### src/rtl/spi_arb_pkg.sv
// Shared types and constants for the SPI transaction arbiter: FSM states,
// transaction word geometry and a byte-slice helper.
package spi_arb_pkg;

    localparam int SPI_WORDS = 4;
    localparam int BYTE_W    = 8;
    localparam int WORD_W    = SPI_WORDS * BYTE_W;

    typedef enum logic [1:0] {
        IDLE  = 2'd0,
        START = 2'd1,
        BUSY  = 2'd2,
        RESP  = 2'd3
    } arb_state_t;

    // Byte k of a packed transaction word; byte 0 sits in the low bits.
    function automatic logic [BYTE_W-1:0] byte_of(input logic [WORD_W-1:0] w, input int k);
        return w[k*BYTE_W +: BYTE_W];
    endfunction

endpackage

### src/rtl/spi_txn_arbiter_rr_pick.sv
// Combinational round-robin picker: first asserted request at or above the
// pointer, searching upward with wrap-around.
module rr_pick #(
    parameter  int N  = 4,
    localparam int IW = (N > 1) ? $clog2(N) : 1
) (
    input  logic [N-1:0]  req,
    input  logic [IW-1:0] ptr,
    output logic          valid,
    output logic [IW-1:0] idx
);

    int cand;

    always_comb begin
        valid = 1'b0;
        idx   = '0;
        cand  = 0;
        for (int i = 0; i < N; i++) begin
            cand = int'(ptr) + i;
            if (cand >= N) begin
                cand = cand - N;
            end
            if (!valid && req[cand]) begin
                valid = 1'b1;
                idx   = IW'(cand);
            end
        end
    end

endmodule

### src/rtl/spi_txn_arbiter.sv
// Round-robin sequencer sharing one 4-word SPI controller among N_REQ
// requesters, with a watchdog on the controller's done and per-slave SS routing.
module spi_txn_arbiter
    import spi_arb_pkg::*;
#(
    parameter  int N_REQ          = 4,
    parameter  int TIMEOUT_CYCLES = 4096,
    localparam int IW             = (N_REQ > 1) ? $clog2(N_REQ) : 1
) (
    input  logic                      clk,
    input  logic                      rst,
    input  logic [N_REQ-1:0]          req,
    input  logic [N_REQ*WORD_W-1:0]   req_tx_data,
    input  logic [N_REQ*2-1:0]        req_words,
    input  logic [N_REQ-1:0]          req_tied_ss,
    output logic [N_REQ-1:0]          gnt,
    output logic                      rsp_valid,
    output logic [IW-1:0]             rsp_id,
    output logic [WORD_W-1:0]         rsp_rx_data,
    output logic                      rsp_err,
    output logic                      ctrl_start,
    output logic [WORD_W-1:0]         ctrl_tx_data,
    output logic [1:0]                ctrl_words,
    output logic                      ctrl_tied_ss,
    input  logic [WORD_W-1:0]         ctrl_rx_data,
    input  logic                      ctrl_done,
    input  logic                      ctrl_ss,
    output logic [N_REQ-1:0]          ss_n
);

    localparam int           TW          = $clog2(TIMEOUT_CYCLES + 1);
    localparam logic [TW-1:0] TIMER_LAST = TW'(TIMEOUT_CYCLES - 1);

    // Handshake: req[i] is a level held until rsp_valid with rsp_id==i; the
    // response is a single-cycle pulse with no backpressure. The controller
    // side is start-pulse / done-pulse, qualified only while BUSY.

    arb_state_t        state_q, state_d;
    logic [IW-1:0]     idx_q, idx_d;
    logic [IW-1:0]     ptr_q, ptr_d;
    logic [WORD_W-1:0] tx_q, tx_d;
    logic [1:0]        words_q, words_d;
    logic              tied_q, tied_d;
    logic [TW-1:0]     timer_q, timer_d;
    logic [WORD_W-1:0] rx_q, rx_d;
    logic              err_q, err_d;

    logic              pick_valid;
    logic [IW-1:0]     pick_idx;
    logic [WORD_W-1:0] win_word;
    int                sel;

    rr_pick #(.N(N_REQ)) u_pick (
        .req   (req),
        .ptr   (ptr_q),
        .valid (pick_valid),
        .idx   (pick_idx)
    );

    always_comb begin
        state_d  = state_q;
        idx_d    = idx_q;
        ptr_d    = ptr_q;
        tx_d     = tx_q;
        words_d  = words_q;
        tied_d   = tied_q;
        timer_d  = timer_q;
        rx_d     = rx_q;
        err_d    = err_q;
        sel      = int'(pick_idx);
        win_word = req_tx_data[sel*WORD_W +: WORD_W];

        case (state_q)
            IDLE: begin
                if (pick_valid) begin
                    idx_d   = pick_idx;
                    words_d = req_words[sel*2 +: 2];
                    tied_d  = req_tied_ss[sel];
                    for (int k = 0; k < SPI_WORDS; k++) begin
                        tx_d[k*BYTE_W +: BYTE_W] = byte_of(win_word, k);
                    end
                    state_d = START;
                end
            end
            START: begin
                timer_d = '0;
                state_d = BUSY;
            end
            BUSY: begin
                // A done arriving on the last watchdog cycle still counts.
                if (ctrl_done) begin
                    rx_d    = ctrl_rx_data;
                    err_d   = 1'b0;
                    state_d = RESP;
                end else if (timer_q == TIMER_LAST) begin
                    rx_d    = '0;
                    err_d   = 1'b1;
                    state_d = RESP;
                end else begin
                    timer_d = timer_q + 1'b1;
                end
            end
            RESP: begin
                ptr_d   = (idx_q == IW'(N_REQ - 1)) ? '0 : idx_q + 1'b1;
                state_d = IDLE;
            end
            default: state_d = IDLE;
        endcase
    end

    always_ff @(posedge clk) begin
        if (!rst) begin
            state_q <= IDLE;
            idx_q   <= '0;
            ptr_q   <= '0;
            tx_q    <= '0;
            words_q <= '0;
            tied_q  <= 1'b0;
            timer_q <= '0;
            rx_q    <= '0;
            err_q   <= 1'b0;
        end else begin
            state_q <= state_d;
            idx_q   <= idx_d;
            ptr_q   <= ptr_d;
            tx_q    <= tx_d;
            words_q <= words_d;
            tied_q  <= tied_d;
            timer_q <= timer_d;
            rx_q    <= rx_d;
            err_q   <= err_d;
        end
    end

    always_comb begin
        gnt = '0;
        if (state_q != IDLE) begin
            gnt[idx_q] = 1'b1;
        end
    end

    // Only ss_n follows an input combinationally, so SS timing is the controller's.
    always_comb begin
        ss_n = '1;
        if (state_q == START || state_q == BUSY) begin
            ss_n[idx_q] = ctrl_ss;
        end
    end

    assign rsp_valid    = (state_q == RESP);
    assign rsp_id       = rsp_valid ? idx_q : '0;
    assign rsp_rx_data  = rx_q;
    assign rsp_err      = err_q;
    assign ctrl_start   = (state_q == START);
    assign ctrl_tx_data = tx_q;
    assign ctrl_words   = words_q;
    assign ctrl_tied_ss = tied_q;

endmodule

### config.mk
export PLATFORM = sky130hd
export DESIGN_NAME = spi_txn_arbiter
export DESIGN_NICKNAME = d
export VERILOG_FILES = /design/src/rtl/spi_arb_pkg.sv /design/src/rtl/spi_txn_arbiter_rr_pick.sv /design/src/rtl/spi_txn_arbiter.sv
export SDC_FILE = /design/constraint.sdc
export NUM_CORES = 1
export LEC_CHECK = 0
export BUFFER_PORTS_ARGS = -buffer_cell sky130_fd_sc_hd__buf_2
export CAP_MARGIN = 5
export CORE_ASPECT_RATIO = 0.9
export CORE_MARGIN = 2
export CORE_UTILIZATION = 49
export CTS_CLUSTER_DIAMETER = 80
export DETAILED_ROUTE_END_ITERATION = 6
export PLACE_DENSITY = 0.93
export SYNTH_ARGS = -nofsm -noshare
export SYNTH_HDL_FRONTEND = slang
export SYNTH_SLANG_ARGS = --single-unit
### constraint.sdc
create_clock -name clk -period 4.9 [get_ports clk]
set_clock_uncertainty 0.2 [all_clocks]
set_input_delay 0.49 -clock clk [delete_from_list [all_inputs] [get_ports clk]]
set_output_delay 0.49 -clock clk [all_outputs]
set_load 0.01 [all_outputs]
==> impl_metrics.ini <==
[status]
status = finished clean

[detailed_routing]
drt_iter0_drc = 210
ant_nets = 0
met3RoutedLength_um = 1180
totalWireLength_um = 13900
met2_length_um = 7140
top_layer_used = met4
drt-met1-wl_um = 5250
drtPass1Iterations = 5
vias_per_cell = 5.46
avgRoutedWirePerCell_um = 15.6
drcViolationCount = 0
vias = 4872

[placed_design]
dp_hpwl_um = 10200
globalplace.congestion = 0.878
port_buffers = 259
postPlaceCellArea_um2 = 6000

[floorplan]
start_util_pct = 49.9
fp.dieW_um = 108
dieArea_um2 = 10600
row_count = 34
core_um2 = 9570
ios = 260
die_y_um = 97.7

[timing]
hold_viol = 0
min_period_over_period_pct = 55.6
fin_crit_ns = 2.72
setup-violations-final = 0
rsz0062_at_grt = false
slew_violations = 0
fin_tns_setup_ns = 0
tightest_slew_ns = 1.07
slew_headroom_pct = 28.9
timing.fmax_mhz = 367

[cts]
clockRootBuffer = clkbuf_8
holdBufCountCts = 0
cts_buffers = 9
cts_tree = built
clock_latency_ns = 0.37
cts_resized = 0
clkSlewWorstSetupHoldPaths_ns = 0.11
clock_path_buffers = 2
post_cts_buffers = 0
cts_max_level = 3
clock_sinks = 87

[final_layout]
syn2layout_area_growth_pct = 29.7
fin_nets = 948
drive_gt1_share_pct = 42.3
design_area_um2 = 6200

[logic_synthesis]
synthCells = 531
async_reset_ff_share_pct = 0
netlist-cell-type-count = 46
yosysWarnings = 0
yosysMostFrequentCell = dfxtp_1
synth_common_cells = dfxtp_1, nor2_1, nand2_1
synth_area_leader_cell = dfxtp_1
seq_area_frac_synth_pct = 36.4
synth-seq-cells = 87
synth-edff-count = 0
synth_area_per_cell_um2 = 9.00
synth_fp_nets = 720
synth.area.top_cells = dfxtp_1, mux2i_1, o211ai_2, a21boi_0, a22oi_1
synthFlopType = dfxtp_1
synth_top_area_share_pct = 36.4
synth.cell_area_um2 = 4780

[pwr]
p_sw_uw = 902
ir_worst_vdd_v = 0.000215
sw_frac_of_total_pct = 38.7
clkPwrFrac_pct = 21.6
comb_power_share_pct = 38.8
internal-power_uw = 1430
p_per_area_nw_per_um2 = 376
power.leakage_uw = 0.00298
p_seq_share_pct = 39.6

[critical_path]
cp_max_fo = 71
reg2regPathDepth = 5
worstSetupEndpointType = register
cp_data_arrival_time_ns = 2.74
startpoint = ptr_q[1]
path_class = register to register
required_ns = 4.92
r2r_start = ptr_q[1]
worstSetupStartpointType = register

[global_route]
grt_pass1_wl_um = 21700
grt_max_degree = 72
grt_remaining_overflow = 0
grt_pass1_vias = 4650
antenna_found_initial = 3
grtUsageTotal_pct = 25.5

[worst_hold_path]
hold_path.class = primary input to register
hold_depth = 3
worstHoldStart = ctrl_rx_data[21]

[job]
cap_violations = 0
path summary, 6_finish.rpt:
check	to	slack [ns]
worst max register to register	ctrl_tx_data[20]	2.18
worst max-delay path	ctrl_tx_data[20]	2.18
worst min register to register	ctrl_tx_data[25]	0.27
worst min-delay path	rsp_rx_data[21]	0.16
area by class of cell:
type	instances	area (um2)
Antenna cell	3	7.51
Clock buffer	9	124
Clock inverter	7	73.8
Fill cell	849	3370
Inverter	9	33.8
Multi-Input combinational cell	388	2730
Sequential cell	87	1740
Tap cell	126	158
Timing Repair Buffer	264	1330
sequential cells by signal (all words and copies together) (netlist names):
signal        cells
timer_q          13
ctrl_words        2
rsp_rx_data      32
idx_q             2
rsp_err           1
ctrl_tx_data     32
state_q           2
ctrl_tied_ss      1
ptr_q             2
layout by cell type (no fill, tap or decap), types with 10 or more instances in the layout:
master    netlist  layout
mux2i_1        39      39
a21boi_0       35      35
xnor2_1        10      10
a21oi_1        10      10
and3_1         36      36
buf_2          12     259
nand2_1        47      47
a22oi_1        33      33
dfxtp_1        87      87
o211ai_2       30      30
nor2_1         49      49
o21ai_1        35      35
per-stage QoR:
stage / worst slack (ns) / total power (uW) / utilization (%) / instances / hold slack (ns)
floorplan: 2.92 / 1560 / - / 531 / 0.259
global placement: 2.09 / 1830 / 62.6 / 874 / 0.248
detailed placement: 2.04 / 1850 / 62.6 / 874 / 0.246
CTS: 2.18 / 2350 / 64.7 / 890 / 0.145
global route: 1.91 / 2480 / 64.8 / 893 / 0.158
finish: 2.18 / 2330 / 64.8 / 893 / 0.162
per-layer routing:
metal / vias up / track usage (%)
met5: - / 0
met4: 0 / 10.3
met3: 32 / 7.11
met2: 206 / 46.6
met1: 2253 / 27.4
li1: 2381 / -
worst max-delay path, stage by stage, from the launching register on:
cell      delay (ns)
dfxtp_1         0.46
o21bai_1        0.15
a221o_2         0.82
nand2_8         0.46
mux2i_1         0.35
o211ai_2        0.09
cell families after synthesis:
kind of cell,share of synthesized area (%)
fa+ha+maj,2.36
buf+inv,6.57
xor+xnor,1.83
simple gates,17.4
mux,8.17
flops,36.4
compound gates,27.2
power groups by stage:
| stage | combinational (uW) | clock, uW | sequential (uW) |
|---|---|---|---|
| CTS | 912 | 513 | 924 |
| global placement | 890 | 0 | 939 |
| floorplan | 566 | 0 | 992 |
| detailed placement | 910 | 0 | 938 |
| finish | 903 | 504 | 924 |
| global route | 991 | 548 | 940 |
(Power assumes the default switching activity.)
